**src/rtl/os_mac_pe.sv**
```systemverilog
// Output-stationary MAC processing element with valid/last tile framing,
// signed/unsigned operands, fixed-point scaling and saturating accumulation.
module os_mac_pe #(
  parameter int DATA_WIDTH = 8,
  parameter int FRAC_BITS  = 0,
  parameter int ACC_WIDTH  = 2*DATA_WIDTH+4,
  parameter int OUT_WIDTH  = 2*DATA_WIDTH,
  parameter bit SIGNED     = 1'b0
) (
  input  logic                  clk,
  input  logic                  rst_n,
  input  logic                  i_valid,
  input  logic                  i_last,
  input  logic [DATA_WIDTH-1:0] i_up,
  input  logic [DATA_WIDTH-1:0] i_left,
  output logic [DATA_WIDTH-1:0] o_down,
  output logic [DATA_WIDTH-1:0] o_right,
  output logic                  o_valid,
  output logic                  o_last,
  output logic [OUT_WIDTH-1:0]  o_result,
  output logic                  o_result_valid,
  output logic                  o_ovf
);

  localparam int XW = 2*DATA_WIDTH+2;
  localparam int SW = (ACC_WIDTH > XW ? ACC_WIDTH : XW) + 1;
  localparam int EW = ACC_WIDTH + 2;

  // Clamp bounds, all held in a common signed width wide enough for acc+prod
  localparam logic signed [EW-1:0] ACC_MAX = SIGNED ?
    EW'({1'b0, {(ACC_WIDTH-1){1'b1}}}) : EW'({ACC_WIDTH{1'b1}});
  localparam logic signed [EW-1:0] ACC_MIN = SIGNED ? ~ACC_MAX : '0;
  localparam logic signed [EW-1:0] OUT_MAX = SIGNED ?
    EW'({(OUT_WIDTH-1){1'b1}}) : EW'({OUT_WIDTH{1'b1}});
  localparam logic signed [EW-1:0] OUT_MIN = SIGNED ? ~OUT_MAX : '0;

  typedef enum logic {IDLE, ACCUM} state_e;

  state_e                state_q, state_d;
  logic [DATA_WIDTH-1:0] down_q, down_d;
  logic [DATA_WIDTH-1:0] right_q, right_d;
  logic                  valid_q, valid_d;
  logic                  last_q, last_d;
  logic [ACC_WIDTH-1:0]  acc_q, acc_d;
  logic                  ovf_q, ovf_d;
  logic [OUT_WIDTH-1:0]  res_q, res_d;
  logic                  rv_q, rv_d;
  logic                  rovf_q, rovf_d;

  logic signed [SW-1:0] up_x, left_x, prod_x;
  logic [ACC_WIDTH-1:0] prod;
  logic signed [EW-1:0] acc_e, prod_e, sum_e, sum_c;
  logic signed [EW-1:0] accn_e, out_c;
  logic                 unused_ok;

  always_comb begin
    up_x   = SIGNED ? SW'($signed(i_up))   : SW'(i_up);
    left_x = SIGNED ? SW'($signed(i_left)) : SW'(i_left);
    prod_x = (up_x * left_x) >>> FRAC_BITS;
    prod   = prod_x[ACC_WIDTH-1:0];
    acc_e  = SIGNED ? EW'($signed(acc_q)) : EW'(acc_q);
    prod_e = SIGNED ? EW'($signed(prod))  : EW'(prod);
    sum_e  = acc_e + prod_e;
    if (sum_e > ACC_MAX)      sum_c = ACC_MAX;
    else if (sum_e < ACC_MIN) sum_c = ACC_MIN;
    else                      sum_c = sum_e;
  end

  always_comb begin
    state_d = state_q;
    acc_d   = acc_q;
    ovf_d   = ovf_q;
    res_d   = res_q;
    rovf_d  = rovf_q;
    rv_d    = 1'b0;
    valid_d = i_valid;
    last_d  = i_valid & i_last;
    down_d  = i_valid ? i_up : down_q;
    right_d = i_valid ? i_left : right_q;
    if (i_valid) begin
      unique case (state_q)
        IDLE: begin
          acc_d = prod;
          ovf_d = 1'b0;
        end
        ACCUM: begin
          acc_d = sum_c[ACC_WIDTH-1:0];
          ovf_d = ovf_q | (sum_c != sum_e);
        end
        default: ;
      endcase
      state_d = i_last ? IDLE : ACCUM;
    end
    accn_e = SIGNED ? EW'($signed(acc_d)) : EW'(acc_d);
    if (accn_e > OUT_MAX)      out_c = OUT_MAX;
    else if (accn_e < OUT_MIN) out_c = OUT_MIN;
    else                       out_c = accn_e;
    if (i_valid && i_last) begin
      rv_d   = 1'b1;
      res_d  = out_c[OUT_WIDTH-1:0];
      rovf_d = ovf_d | (out_c != accn_e);
    end
  end

  assign unused_ok = ^{prod_x[SW-1:ACC_WIDTH],
                       sum_c[EW-1:ACC_WIDTH],
                       out_c[EW-1:OUT_WIDTH]};

  always_ff @(posedge clk or negedge rst_n) begin
    if (!rst_n) begin
      state_q <= IDLE;
      down_q  <= '0;
      right_q <= '0;
      valid_q <= 1'b0;
      last_q  <= 1'b0;
      acc_q   <= '0;
      ovf_q   <= 1'b0;
      res_q   <= '0;
      rv_q    <= 1'b0;
      rovf_q  <= 1'b0;
    end else begin
      state_q <= state_d;
      down_q  <= down_d;
      right_q <= right_d;
      valid_q <= valid_d;
      last_q  <= last_d;
      acc_q   <= acc_d;
      ovf_q   <= ovf_d;
      res_q   <= res_d;
      rv_q    <= rv_d;
      rovf_q  <= rovf_d;
    end
  end

  assign o_down         = down_q;
  assign o_right        = right_q;
  assign o_valid        = valid_q;
  assign o_last         = last_q;
  assign o_result       = res_q;
  assign o_result_valid = rv_q;
  assign o_ovf          = rovf_q;

endmodule
```
**config.mk**
```make
export PLATFORM = sky130hd
export DESIGN_NAME = os_mac_pe
export DESIGN_NICKNAME = d
export VERILOG_FILES = /design/src/rtl/os_mac_pe.sv
export SDC_FILE = /design/constraint.sdc
export NUM_CORES = 1
export LEC_CHECK = 0
export CAP_MARGIN = 40
export CORE_ASPECT_RATIO = 0.6
export CORE_MARGIN = 2
export CORE_UTILIZATION = 59
export CTS_BUF_LIST = sky130_fd_sc_hd__clkbuf_16
export CTS_CLUSTER_DIAMETER = 80
export DETAILED_ROUTE_END_ITERATION = 8
export GPL_TIMING_DRIVEN = 1
export HOLD_SLACK_MARGIN = 0.03
export MAX_ROUTING_LAYER = met4
export PLACE_DENSITY = 0.79
export SLEW_MARGIN = 20
export SYNTH_ARGS = -nofsm -noshare
export SYNTH_HDL_FRONTEND = slang
export SYNTH_SLANG_ARGS = --single-unit
```
**constraint.sdc**
```tcl
create_clock -name clk -period 3.6 [get_ports clk]
set_input_delay 0.9 -clock clk [delete_from_list [all_inputs] [get_ports clk]]
set_output_delay 0.9 -clock clk [all_outputs]
set_load 0.005 [all_outputs]
```
==> flow_metrics.env, run 1 <==
export IMPL_syn_area_mm2=0.005389
export IMPL_routed_wl_um=28310
export IMPL_fin_skew_ns=0.008643
export IMPL_antenna_found_initial=0
export IMPL_wl_per_cell_um=32.51
export IMPL_tightest_slew_ns=0.7849
export IMPL_yosys_area_top_type="dfrtp_1"
export IMPL_grt_start_max_net_pins=29
export IMPL_cp_required_ns=3.81
export IMPL_crit_top_cell="buf_6"
export IMPL_grt_pass1_wl_um=33030
export IMPL_clock_latency_ns=0.35
export IMPL_hold_buffers=0
export IMPL_ys_async_sr_fraction_pct=100.0
export IMPL_period_minus_slack_ns=7.189
export IMPL_core_area_mm2=0.008686
export IMPL_cts_clk_slew_worst_paths_ns=0.06
export IMPL_synth_cell_types=65
export IMPL_grt_pass1_vias=6170
export IMPL_final_util_pct=97.45
export IMPL_finalNonFillerCells=871
export IMPL_drtPass1Iterations=8
export IMPL_multi_input_area_mm2=0.004441
export IMPL_mostFrequentLayoutCell="buf_4"
export IMPL_rsz0062_at_grt="yes"
export IMPL_slowest_delay_ns=0.55
export IMPL_worst_slack_ns=-3.589
export IMPL_path_class="in2reg"
export IMPL_synth_edf_count=0
export IMPL_fillers=130
export IMPL_dp_cells=814
export IMPL_start_util_pct=62.04
export IMPL_viasPerCell=7.479
export IMPL_syn_area_per_cell_um2=9.834
export IMPL_setup_violations=38
export IMPL_cts_tree="done"
export IMPL_antennaDiodeCount=0
export IMPL_syn_to_final_growth_pct=57.07
export IMPL_drt_iter0_drc=1187
export IMPL_outcome="finished, violations left"
export IMPL_final_layout_size_suffix_gt1_share_pct=43.74
export IMPL_ant_nets=0
export IMPL_violations="negative setup slack"
export IMPL_fp_dieArea_mm2=0.009939
export IMPL_hold_class="reg2reg"
export IMPL_row_count=26
export IMPL_cp_top_family="adder cells"
export IMPL_synth_area_leaders="dfrtp_1, fa_1, ha_1, and2_1, inv_1"
export IMPL_nets=865
export IMPL_drcViolationCount=0
export IMPL_die_width_um=127.4
export IMPL_cts_root_buf="clkbuf_16"
export IMPL_hold_viol_final=0
export IMPL_clockBufferDepth=2
export IMPL_overflow=0
export IMPL_syn_nets=659
export IMPL_seqCellArea_mm2=0.001426
export IMPL_h_tree_depth=3
export IMPL_yosysWarnings=0
export IMPL_cp_num_buf_inv=8
export IMPL_ys_seq_elements=57
export IMPL_relSlewSlack_pct=47.35
export IMPL_hpwl_um=12170
export IMPL_grtUsageTotal_pct=45.23
export IMPL_num_vias=6514
export IMPL_yosysSeqAreaShare_pct=26.47
export IMPL_cp_data_arrival_time_ns=7.40
export IMPL_ios=56
export IMPL_finalSetupTns_ns=-123.97
export IMPL_cts_buffers=9
export IMPL_crit_fanout=5
export IMPL_end_kind="flop"
export IMPL_cpMaxStageDelayCell="fa_1"
export IMPL_drv_cap=0
export IMPL_synth_ff_type="dfrtp_1"
export IMPL_period_share_pct=199.7
export IMPL_fmax_mhz=139.1
export IMPL_yosysTopAreaCellShare_pct=26.47
export IMPL_mostFrequentLayoutCells="buf_4, dfrtp_1, inv_1"
export IMPL_clkSinkCount=57
export IMPL_slew_violations=0
export IMPL_io_buffer_count=55
export IMPL_worstSetupStartpointType="primary input"
export IMPL_synthCells=548
export IMPL_place_gp_congestion=0.9564
export IMPL_die_y_um=78.03
[sequential cells by signal (all words and copies together), names as in the netlist]
name	cells
acc_q	20
o_result	16
o_down	8
o_right	8
o_last	1
o_ovf	1
o_valid	1
ovf_q	1
state_q	1
[metrics by stage]
step | cell area (µm²) | setup slack (ns) | hold slack (ns)
6_report | 8464 | -3.589 | 0.5246
5_1_grt | 8464 | -3.692 | 0.5389
4_1_cts | 8085 | -3.042 | 0.5069
3_5_place_dp | 6942 | -4.180 | 0.4950
3_3_place_gp | 6914 | -4.045 | 0.4898
2_1_floorplan | 5502 | -2.821 | 0.4695
[what timing repair did]
action,CTS,global route
buffers inserted,31,13
gates cloned,2,0
pin swaps,77,64
endpoints found under the setup margin,38,38
resized for setup,198,62
[worst paths after layout]
path	slack (ns)	startpoint	endpoint	cells after the start
max	-3.59	i_up[3]	o_result[11]	29
min in group asynchronous	0.56	rst_n	acc_q[3]	1
max reg2reg	0.25	acc_q[0]	o_result[11]	15
max in group asynchronous	2.40	rst_n	acc_q[13]	2
min reg2reg	0.52	o_right[1]	o_right[1]	1
min	0.52	o_right[1]	o_right[1]	1
[metal layers]
layer / global-route usage, % / share of wire, %
met5: - / 0
met4: 20.88 / 11
met3: 12.61 / 16
met2: 70.32 / 40
met1: 55.49 / 33
[cell type report]
class                   instances  area share, %
repair buffers                209          22.57
flip-flops and latches         57          16.85
clock inverters                 7          1.005
clock buffers                   9          2.661
well taps                     112          1.656
multi-input cells             414          52.46
inverters                      63          2.794
[cell usage after synthesis, drive strengths merged, types with 5 or more instances]
master,instances
a31oi,11
buf,8
a21oi,25
nand2,32
nor2,24
inv,62
ha,54
o21bai,6
xor2,9
and3,5
mux2,18
xnor2,15
clkbuf,7
o22a,13
a31o,6
fa,37
a21o,21
and2,56
dfrtp,57
o21ai,23
[cell families (layout without fill, tap and decap cells)]
logic type / Yosys count / in the layout / synth area share [%]
AO/OA/AOI/OAI: 139 / 139 / 18.95
XOR/XNOR: 24 / 24 / 3.901
adder cells (fa/ha/maj): 91 / 91 / 26.28
buffers and inverters: 78 / 288 / 6.478
flip-flops: 57 / 57 / 26.47
multiplexers: 19 / 19 / 3.947
AND/OR/NAND/NOR: 140 / 141 / 13.98
Power of run 1 is left out: the tool's default activity adds up to more than one toggle a clock period on the data nets, which glitch-free logic cannot reach.
==> inputs of run 2 (changes only) <==
--- a/config.mk
+++ b/config.mk
@@ -16,6 +16,7 @@
 export HOLD_SLACK_MARGIN = 0.03
 export MAX_ROUTING_LAYER = met4
 export PLACE_DENSITY = 0.79
+export RECOVER_POWER = 25
 export SLEW_MARGIN = 20
 export SYNTH_ARGS = -nofsm -noshare
 export SYNTH_HDL_FRONTEND = slang
==> constraint.sdc (replaced) <==
create_clock -name clk -period 8.2 [get_ports clk]
set_input_delay 2.05 -clock clk [delete_from_list [all_inputs] [get_ports clk]]
set_output_delay 2.05 -clock clk [all_outputs]
set_load 0.005 [all_outputs]
==> run 2 against run 1 <==
Critical path depth decreased by 4; the run ends with max-capacitance violations, max-slew violations left; routed wire length is 45% lower; worst setup slack better by 3.7 ns; largest cell class unchanged; final area shrank 16%; flip-flop and latch count unchanged; cell count is 8.0% lower; first-iteration DRC count fell by 69%; utilization fell by 16 points; register-to-register slack gained 4.7 ns; critical path type unchanged; global-route usage down 12 points.
==> flow_metrics.env, run 2 (synthesis results as in run 1) <==
export IMPL_regMostFlops="acc_q"
export IMPL_slew_violations=35
export IMPL_grt_pass1_wl_um=24740
export IMPL_relSlewSlack_pct=-27.09
export IMPL_routed_wl_um=15620
export IMPL_reg2reg_slack_ns=4.93
export IMPL_syn_to_final_growth_pct=31.16
export IMPL_die_y_um=78.03
export IMPL_clockBufferDepth=2
export IMPL_worst_r2r_cell_count=12
export IMPL_drv_cap=1
export IMPL_final_util_pct=81.37
export IMPL_overflow=0
export IMPL_row_count=26
export IMPL_drt_iter0_drc=363
export IMPL_fp_dieArea_mm2=0.009939
export IMPL_cp_required_ns=8.41
export IMPL_ant_nets=0
export IMPL_antennaDiodeCount=0
export IMPL_core_area_mm2=0.008686
export IMPL_end_kind="flop"
export IMPL_hpwl_um=11310
export IMPL_tightest_slew_ns=1.906
export IMPL_antenna_found_initial=0
export IMPL_hold_class="reg2reg"
export IMPL_num_vias=4806
export IMPL_clock_latency_ns=0.33
export IMPL_period_minus_slack_ns=8.114
export IMPL_period_share_pct=98.95
export IMPL_cp_data_arrival_time_ns=8.32
export IMPL_cts_tree="done"
export IMPL_viasPerCell=6.000
export IMPL_place_gp_congestion=0.9838
export IMPL_cts_buffers=9
export IMPL_cts_clk_slew_worst_paths_ns=0.06
export IMPL_total_power_mw=3.143
export IMPL_wl_per_cell_um=19.50
export IMPL_hold_viol_final=0
export IMPL_worstSetupStartpointType="primary input"
export IMPL_drcViolationCount=0
export IMPL_grtUsageTotal_pct=33.16
export IMPL_hp_start="acc_q[7]"
export IMPL_drtPass1Iterations=5
export IMPL_io_buffer_count=55
export IMPL_r2r_end="o_result[12]"
export IMPL_outcome="finished, violations left"
export IMPL_clkSinkCount=57
export IMPL_start_util_pct=62.04
export IMPL_mostFrequentLayoutCell="buf_4"
export IMPL_largest_reg_flops=20
export IMPL_mostFrequentLayoutCells="buf_4, inv_1, dfrtp_1"
export IMPL_die_width_um=127.4
export IMPL_violations="max-capacitance violations, max-slew violations"
export IMPL_ir_worst_vdd_uv=387.2
export IMPL_powerDensity_mw_per_mm2=444.7
export IMPL_nets=795
export IMPL_grt_start_max_net_pins=58
export IMPL_path_class="in2reg"
export IMPL_leakagePower_nw=3.458
export IMPL_hold_ws_ns=0.5019
export IMPL_crit_fanout=7
export IMPL_hold_depth=1
export IMPL_cts_root_buf="clkbuf_16"
export IMPL_h_tree_depth=3
export IMPL_grt_pass1_vias=4793
export IMPL_worstReg2RegStart="acc_q[0]"
export IMPL_setup_violations=0
export IMPL_final_layout_size_suffix_gt1_share_pct=25.69
export IMPL_fmax_mhz=123.2
export IMPL_ios=56
export IMPL_fin_skew_ns=0.01092
export IMPL_min_to="acc_q[7]"
==> run 2: cell count changes in the layout (fill, tap and decap cells not counted), moves of 6 or more <==
cell	previous run	this run
inv_1	56	62
ha_4	13	3
buf_6	29	4
ha_1	40	49
a21oi_1	9	19
buf_12	6	0
inv_2	6	0
and2_4	9	2
and2_1	47	53
buf_8	7	0
buf_4	123	78
a21oi_2	11	5
nand2_1	22	31
==> run 2: power breakdown <==
group	internal, mW	total (mW)	switching (mW)
clock network	0.204	0.353	0.149
registers	0.372	0.434	0.0617
logic	1.15	2.36	1.20
==> run 2: repair_timing <==
| item | 4_1_cts | 5_1_grt |
|---|---|---|
| buffers inserted | 8 | 3 |
| pin swaps | 26 | 21 |
| setup endpoints to repair | 18 | 20 |
| gates cloned | 1 | 0 |
| hold buffers | 0 | 0 |
| resized for setup | 28 | 39 |
==> run 2: layout make-up <==
type,instances,area (µm²)
multi-input cells,414,3826
fillers,516,1618
flip-flops and latches,57,1426
repair buffers,139,1166
inverters,63,236.5
clock buffers,9,225.2
well taps,112,140.1
clock inverters,7,47.55
==> run 2: layer usage <==
layer	part of all wire (%)	track usage (%)
met1	44	46.28
met3	10	10.63
met5	0	-
met4	1.8	7.802
met2	44	47.43
==> run 2: worst max-delay path: stages <==
cell,delay [ns]
dlygate4sd2_1,0.32
buf_4,0.17
and2_1,0.15
fa_1,0.47
fa_1,0.53
fa_1,0.55
inv_1,0.06
fa_1,0.53
inv_1,0.06
ha_4,0.24
a21o_1,0.20
a31oi_4,0.19
o21ai_1,0.11
a21oi_1,0.18
xor2_1,0.23
inv_1,0.08
ha_2,0.20
a2111oi_4,0.33
o21ai_2,0.11
o2111ai_2,0.15
a311oi_1,0.17
o211a_1,0.28
a31o_4,0.24
or4_4,0.55
o22a_1,0.20
==> run 2: per-stage QoR <==
step | cell area (µm²) | setup TNS (ns) | setup WS (ns) | std cells
after CTS | 6908 | 0 | 0.004700 | 797
after detailed placement | 6502 | -13.31 | -0.6741 | 772
after global routing | 7068 | -0.5401 | -0.05962 | 801
final | 7068 | 0 | 0.08613 | 801
after global placement | 6502 | -11.89 | -0.6465 | 772
after floorplan | 5389 | 0 | 0.3855 | 548
==> run 2: how the worst max path moves through the flow <==
stage / start / end / slack [ns] / cells past startpoint
3_5_place_dp: i_up[4] / o_result[5] / -0.67 / 25
3_3_place_gp: i_up[4] / o_result[3] / -0.65 / 26
5_1_grt: i_up[3] / o_result[3] / -0.06 / 25
4_1_cts: i_up[0] / o_result[1] / 0.005 / 25
6_report: i_left[2] / o_result[12] / 0.09 / 25
2_1_floorplan: i_up[2] / o_result[13] / 0.39 / 24
Power figures use the tool's default switching activity.
==> inputs of run 3 (changes only) <==
--- a/config.mk
+++ b/config.mk
@@ -17,6 +17,7 @@
 export MAX_ROUTING_LAYER = met4
 export PLACE_DENSITY = 0.79
 export RECOVER_POWER = 25
+export SKIP_LAST_GASP = 1
 export SLEW_MARGIN = 20
 export SYNTH_ARGS = -nofsm -noshare
 export SYNTH_HDL_FRONTEND = slang
==> results of run 3 <==
No change in the layout: final DEF, timing and power equal those of run 2.
